[src/rtl/otter_enc_pkg.sv]
// Shared format codes, opcodes and request/response types for the RV32I instruction encoder.
package otter_enc_pkg;

    localparam logic [2:0] FMT_R  = 3'd0;
    localparam logic [2:0] FMT_I  = 3'd1;
    localparam logic [2:0] FMT_S  = 3'd2;
    localparam logic [2:0] FMT_B  = 3'd3;
    localparam logic [2:0] FMT_U  = 3'd4;
    localparam logic [2:0] FMT_J  = 3'd5;
    localparam logic [2:0] FMT_LI = 3'd6;

    localparam logic [6:0] OP_LUI = 7'h37;
    localparam logic [6:0] OP_IMM = 7'h13;

    localparam logic [31:0] NOP_WORD = 32'h0000_0013;

    typedef struct packed {
        logic [2:0]  fmt;
        logic [6:0]  opcode;
        logic [4:0]  rd;
        logic [4:0]  rs1;
        logic [4:0]  rs2;
        logic [2:0]  funct3;
        logic [6:0]  funct7;
        logic [31:0] imm;
    } enc_req_t;

    typedef struct packed {
        logic [31:0] word;
        logic        err;
    } enc_rsp_t;

endpackage

[src/rtl/otter_imm_pack.sv]
// Combinational field packer: range-checks the immediate for the format and builds the word.
module otter_imm_pack
    import otter_enc_pkg::*;
(
    input  enc_req_t req,
    output enc_rsp_t rsp
);

    logic [31:0] imm;
    logic        sx11, sx12, sx20;
    logic [31:0] raw;
    logic        bad;

    assign imm  = req.imm;
    // Sign-extension checks: every bit above the field's sign bit must match it.
    assign sx11 = (imm[31:11] == {21{imm[31]}});
    assign sx12 = (imm[31:12] == {20{imm[31]}});
    assign sx20 = (imm[31:20] == {12{imm[31]}});

    always_comb begin
        raw = NOP_WORD;
        bad = 1'b1;
        case (req.fmt)
            FMT_R: begin
                raw = {req.funct7, req.rs2, req.rs1, req.funct3, req.rd, req.opcode};
                bad = 1'b0;
            end
            FMT_I: begin
                raw = {imm[11:0], req.rs1, req.funct3, req.rd, req.opcode};
                bad = !sx11;
            end
            FMT_S: begin
                raw = {imm[11:5], req.rs2, req.rs1, req.funct3, imm[4:0], req.opcode};
                bad = !sx11;
            end
            FMT_B: begin
                raw = {imm[12], imm[10:5], req.rs2, req.rs1, req.funct3,
                       imm[4:1], imm[11], req.opcode};
                bad = imm[0] || !sx12;
            end
            FMT_U: begin
                raw = {imm[31:12], req.rd, req.opcode};
                bad = (imm[11:0] != 12'h000);
            end
            FMT_J: begin
                raw = {imm[20], imm[10:1], imm[11], imm[19:12], req.rd, req.opcode};
                bad = imm[0] || !sx20;
            end
            default: begin
                raw = NOP_WORD;
                bad = 1'b1;
            end
        endcase
        rsp.word = bad ? NOP_WORD : raw;
        rsp.err  = bad;
    end

endmodule

[src/rtl/otter_instr_encoder.sv]
// RV32I field-to-word encoder with a registered valid/ready output and LI -> LUI+ADDI expansion.
module otter_instr_encoder
    import otter_enc_pkg::*;
(
    input  logic        clk,
    input  logic        rst_n,
    input  logic        in_valid,
    output logic        in_ready,
    input  logic [2:0]  in_fmt,
    input  logic [6:0]  in_opcode,
    input  logic [4:0]  in_rd,
    input  logic [4:0]  in_rs1,
    input  logic [4:0]  in_rs2,
    input  logic [2:0]  in_funct3,
    input  logic [6:0]  in_funct7,
    input  logic [31:0] in_imm,
    output logic        out_valid,
    input  logic        out_ready,
    output logic [31:0] out_instrn,
    output logic        out_err,
    output logic        out_last
);

    typedef enum logic {NORMAL, LI_2ND} state_t;

    state_t      state_q, state_d;
    enc_req_t    req0, req1;
    enc_rsp_t    rsp0, rsp1;
    logic [31:0] imm_rnd;
    logic [19:0] hi;
    logic [11:0] lo;
    logic        is_li, two_beat, accept, out_fire;
    logic [31:0] li2_word;

    // hi rounds so that sign-extended lo added back reproduces in_imm exactly.
    assign imm_rnd  = in_imm + 32'h0000_0800;
    assign hi       = imm_rnd[31:12];
    assign lo       = in_imm[11:0];
    assign is_li    = (in_fmt == FMT_LI);
    assign two_beat = is_li && (hi != 20'h0) && (lo != 12'h0);

    assign in_ready = (state_q == NORMAL) && (!out_valid || out_ready);
    assign accept   = in_valid && in_ready;
    assign out_fire = out_valid && out_ready;

    always_comb begin
        req0 = '{fmt: in_fmt, opcode: in_opcode, rd: in_rd, rs1: in_rs1, rs2: in_rs2,
                 funct3: in_funct3, funct7: in_funct7, imm: in_imm};
        if (is_li) begin
            req0.rs2    = 5'd0;
            req0.funct7 = 7'd0;
            req0.funct3 = 3'd0;
            if (hi == 20'h0) begin
                req0.fmt    = FMT_I;
                req0.opcode = OP_IMM;
                req0.rs1    = 5'd0;
                req0.imm    = {{20{lo[11]}}, lo};
            end else begin
                req0.fmt    = FMT_U;
                req0.opcode = OP_LUI;
                req0.rs1    = 5'd0;
                req0.imm    = {hi, 12'h000};
            end
        end
    end

    // Second LI beat: ADDI rd,rd,lo.
    always_comb begin
        req1 = '{fmt: FMT_I, opcode: OP_IMM, rd: in_rd, rs1: in_rd, rs2: 5'd0,
                 funct3: 3'd0, funct7: 7'd0, imm: {{20{lo[11]}}, lo}};
    end

    otter_imm_pack u_pack0 (.req(req0), .rsp(rsp0));
    otter_imm_pack u_pack1 (.req(req1), .rsp(rsp1));

    always_comb begin
        state_d = state_q;
        case (state_q)
            NORMAL:  if (accept && two_beat) state_d = LI_2ND;
            LI_2ND:  if (out_fire) state_d = NORMAL;
            default: state_d = NORMAL;
        endcase
    end

    always_ff @(posedge clk) begin
        if (!rst_n) state_q <= NORMAL;
        else        state_q <= state_d;
    end

    always_ff @(posedge clk) begin
        if (!rst_n) begin
            out_valid  <= 1'b0;
            out_instrn <= 32'h0;
            out_err    <= 1'b0;
            out_last   <= 1'b0;
            li2_word   <= 32'h0;
        end else if (accept) begin
            out_valid  <= 1'b1;
            out_instrn <= rsp0.word;
            out_err    <= rsp0.err;
            out_last   <= !two_beat;
            if (two_beat) li2_word <= rsp1.word;
        end else if (state_q == LI_2ND && out_fire) begin
            out_valid  <= 1'b1;
            out_instrn <= li2_word;
            out_err    <= 1'b0;
            out_last   <= 1'b1;
        end else if (out_fire) begin
            out_valid  <= 1'b0;
        end
    end

endmodule

[config.mk]
export PLATFORM = sky130hd
export DESIGN_NAME = otter_instr_encoder
export DESIGN_NICKNAME = d
export VERILOG_FILES = /design/src/rtl/otter_enc_pkg.sv /design/src/rtl/otter_imm_pack.sv /design/src/rtl/otter_instr_encoder.sv
export SDC_FILE = /design/constraint.sdc
export NUM_CORES = 1
export LEC_CHECK = 0
export CELL_PAD_IN_SITES_DETAIL_PLACEMENT = 0
export CELL_PAD_IN_SITES_GLOBAL_PLACEMENT = 1
export CORE_MARGIN = 2
export CORE_UTILIZATION = 36
export CTS_BUF_LIST = sky130_fd_sc_hd__clkbuf_2 sky130_fd_sc_hd__clkbuf_4 sky130_fd_sc_hd__clkbuf_8
export DETAILED_ROUTE_END_ITERATION = 10
export GPL_ROUTABILITY_DRIVEN = 0
export PLACE_DENSITY = 0.9
export SYNTH_ARGS = -nofsm -noshare
export SYNTH_HDL_FRONTEND = slang
export SYNTH_HIERARCHICAL = 1
export SYNTH_SLANG_ARGS = --single-unit
[constraint.sdc]
create_clock -name clk -period 4.5 [get_ports clk]
set_input_delay 0.675 -clock clk [delete_from_list [all_inputs] [get_ports clk]]
set_output_delay 0.675 -clock clk [all_outputs]
set_load 0.01 [all_outputs]
Word level (Yosys, flattened, before mapping)
Cells that the tools add are included.
{"block": "word_totals", "register_bits": 61, "in_bits": 71, "output_inout_bits": 36, "word_cells": 60}
{"block": "op_classes", "n_addsub": 1, "n_eq_ne": 9, "n_mux": 19, "bitwise": 1, "reduce_logical": 24}
{"cell": "32-bit one-hot mux with 6 select lines", "count": 1}
{"cell": "32-bit two-way mux", "count": 4}
{"cell": "52-bit two-way mux", "count": 1}
{"cell": "32-bit by 12-bit adder with 32-bit output (second input constant)", "count": 1}
{"cell": "12-bit nonzero test", "count": 2}
{"cell": "20-bit equality test", "count": 1}
{"cell": "20-bit logical NOT", "count": 1}
{"cell": "10-bit two-way mux", "count": 2}
{"cell": "20-bit nonzero test", "count": 1}
{"cell": "19-bit equality test", "count": 1}
{"cell": "11-bit equality test", "count": 1}
{"cell": "3-bit equality test (second input constant)", "count": 3}
{"cell": "1-bit two-way mux", "count": 9}
{"cell": "1-bit logical AND", "count": 7}
{"cell": "3-bit by 2-bit equality test with 1-bit output (second input constant)", "count": 2}
{"cell": "1-bit logical NOT", "count": 5}
{"cell": "1-bit one-hot mux with 5 select lines", "count": 1}
{"cell": "3-bit by 1-bit equality test with 1-bit output (second input constant)", "count": 1}
{"cell": "3-bit logical NOT", "count": 1}
{"cell": "1-bit logical OR", "count": 3}
{"cell": "3-bit nonzero test", "count": 1}
{"cell": "1-bit one-hot mux with 2 select lines", "count": 1}
{"cell": "2-bit AND reduction", "count": 1}
{"cell": "2-bit nonzero test", "count": 1}
{"cell": "2 further kinds", "count": 2}

Logic depth before layout (Yosys ltp)
{"block": "logic_depth", "depth_word": 10, "depth_mapped": 19, "ltp_nobuf": 16}

Modules after synthesis
Netlist, hierarchy kept.
{"mod": "otter_instr_encoder", "n_inst": 1, "cells_per_inst": 515, "area_per_inst_um2": 4235.3, "seq_area_each_um2": 1361.3}
{"mod": "otter_imm_pack", "n_inst": 2, "cells_per_inst": 146, "area_per_inst_um2": 888.4, "seq_area_each_um2": 0.0}

Worst setup path after synthesis
No wires, ideal clock.
{"block": "synth_path", "path_kind": "input port to flip-flop", "startpoint": "input in_imm[14]", "endpoint": "register out_err", "setup_time_ns": 0.123, "arrival_ns": 4.700, "required_time_ns": 4.377, "setup_slack_ns": -0.322, "path_stages": 19, "n_path_buf": 4, "cell_sequence": "buf_2 -> nand3_1 -> or4_4 -> xnor2_1 -> a2111o_1 -> nor4_4 -> nand3_1 -> o2bb2ai_1 -> a31oi_1 -> clkbuf_1 -> and3_1 -> nand3_1 -> a222oi_1 -> a31oi_1 -> clkbuf_1 -> or2_1 -> buf_4 -> nand3_1 -> a21boi_0"}
{"element": "start: declaration", "line_no": "otter_instr_encoder.sv:16", "text": "input logic [31:0] in_imm,"}
{"element": "end signal: assignment", "line_no": "otter_instr_encoder.sv:100", "text": "out_err <= rsp0.err;"}
{"element": "end: declaration", "line_no": "otter_instr_encoder.sv:20", "text": "output logic out_err,"}

==> qor.yml <==
cells_and_area:
  stdcell_area_mm2: 0.00868
  drive_gt1_share_pct: 20.5
  final_common_cell: "nand2_1"
  final_cell_mix: "nand2_1 (133), buf_4 (129), clkdlybuf4s50_1 (92), mux2i_1 (79), dfxtp_1 (68)"
  stdcell_count: 1247
  final_nets: 1094
  fill_cells: 1518
  synthToLayoutAreaGrowth_pct: 44.7
  diodes: 0
clock_network:
  cts.sinks: 68
  insertion_delay_ns: 0.36
  ctsHoldBuffers: 0
  clk_pin_slew_ns: 0.07
  clockBufferDepth: 2
  cts_buffers: 9
  cts-root-buf: "clkbuf_8"
  h-tree-depth: 3
  cts_tree: "yes"
placed_design:
  dpl.hpwl_mm: 14.8
  dp.cells: 1226
  placed_cell_area_mm2: 0.00822
  portBuffers: 106
setup_path:
  cp.arrival_ns: 4.65
  worst-path-buf-inv: 3
  path_delay_family: "simple AND/OR/NAND/NOR gates"
  critPathKind: "input pin to flip-flop"
  cp_max_fo: 8
  cp_data_required_time_ns: 4.75
  path_cells: "clkbuf_2, nand3_4, or4_4, or4_4, nand4_4, nor4_4, buf_4, nand2_1, nor2_1, a211o_1, or4_1, a222oi_1, buf_4, a31oi_4, or3_1, o211a_1"
  slowest_stage: "or4_4"
  crit_path_max_incr_delay_ns: 0.58
  critPathLaunchType: "input pin"
  endpoint_kind: "flip-flop"
min_path:
  worstHoldPathType: "flip-flop to flip-flop"
floorplanning:
  die_area_mm2: 0.0177
  initial_core_util_pct: 36.6
  fp.coreArea_mm2: 0.0164
  die_h_um: 133
  row_count: 47
  fp.dieW_um: 133
  ios: 107
sta:
  fin_worst_skew_ns: 0.00681
  relSlewSlack_pct: -101
  post-route-min-period_ns: 4.40
  hold_violations: 0
  finalCritPeriodShare_pct: 97.7
  drv_slew: 33
  hold_slack_ns: 0.460
  setup_viol: 0
  clock.fmax_mhz: 227
  tightestPinTransition_ns: 3.00
pwr:
  power.leakage_nw: 3.84
  p_comb_share_pct: 35.1
  intPower_mw: 1.20
  power.share.sequential_pct: 36.2
  clockPowerShare_pct: 28.7
  power.density_mw_per_mm2: 207
  ir_worst_vdd_mv: 0.175
  power_switching_share_pct: 33.3
  switching_power_mw: 0.599
detailed_routing:
  wl_per_cell_um: 16.0
  antenna_left: 0
  routed_wl_mm: 20.0
  dr.pass1.iters: 6
  avgViaCountPerCell: 5.44
  vias: 6787
  drt_iter0_markers: 619
  drc: 0
grt:
  grt.total_usage_pct: 21.8
  overflow: 0
  grt_pass1_wl_mm: 31.7
  grt_pass1_vias: 6097
  grt_max_degree: 80
  antenna_found_initial: 0
status:
  status: "complete, but fails checks"
  violations: "slew limit"
logic_synthesis:
  yosysWarnings: 6
  avgSynthCellArea_um2: 7.45
  postSynthCellCount: 805
  synth_area_mm2: 0.00600
job:
  drv_cap: 0
## routing by layer
layer  up-vias  part of all wire (%)  GRT usage, %
li1       3394                     -             -
met1      3153                    48          30.8
met2       213                    46          35.4
met3        27                   5.1          3.22
met4         0                   1.6          4.54
met5         -                     0             0
## repair_timing
item,4_1_cts,5_1_grt
pin swaps,5,17
setup endpoints to repair,33,33
gates resized for setup,25,48
buffers inserted,2,3
endpoints found under the hold margin,0,0
gates cloned,0,1
## tightest hold or removal path, stage by stage, from the launching register on
cell     delay, ns
dfxtp_1       0.31
nand2_1       0.05
mux2i_1       0.05
## sequential cells by signal, indices dropped and copies added (netlist names)
signal / count
out_err: 1
li2_word: 32
out_valid: 1
out_instrn: 32
state_q: 1
out_last: 1
## cell type report
type	count	area, um^2	share of cell area (%)
clock buffers	10	131	1.51
inverters	15	56.3	0.649
multi-input cells	687	4710	54.2
well taps	220	275	3.17
flip-flops and latches	68	1360	15.7
repair buffers	241	2080	24.0
clock inverters	6	63.8	0.735
## worst paths after layout
kind / startpoint / endpoint / slack, ns / cells after the start
worst min-delay path: li2_word[1]$_SDFFE_PN0P_ / li2_word[1]$_SDFFE_PN0P_ / 0.46 / 2
worst max-delay path: in_imm[14] / out_instrn[0]$_SDFFE_PN0P_ / 0.10 / 16
worst min register to register: li2_word[1]$_SDFFE_PN0P_ / li2_word[1]$_SDFFE_PN0P_ / 0.46 / 2
worst max register to register: out_valid$_SDFFE_PN0P_ / li2_word[29]$_SDFFE_PN0P_ / 2.59 / 5
## metrics by stage
stage               setup WS, ns  utilization, %  setup TNS, ns  power [mW]
CTS                       0.0142            51.9              0        1.77
global placement          -0.540            50.1         -14.09        1.25
finish                     0.102            52.9              0        1.80
detailed placement        -0.642            50.1         -17.62        1.25
global route             -0.0279            52.9        -0.0279        1.88
floorplan                0.00483               -              0       0.977
## power by group through the flow
stage	clock, mW	combinational [mW]	sequential (mW)
3_5_place_dp	0	0.587	0.665
4_1_cts	0.517	0.598	0.652
3_3_place_gp	0	0.584	0.665
2_1_floorplan	0	0.308	0.670
5_1_grt	0.542	0.682	0.655
6_report	0.516	0.630	0.652
Power figures use the tool's default switching activity.
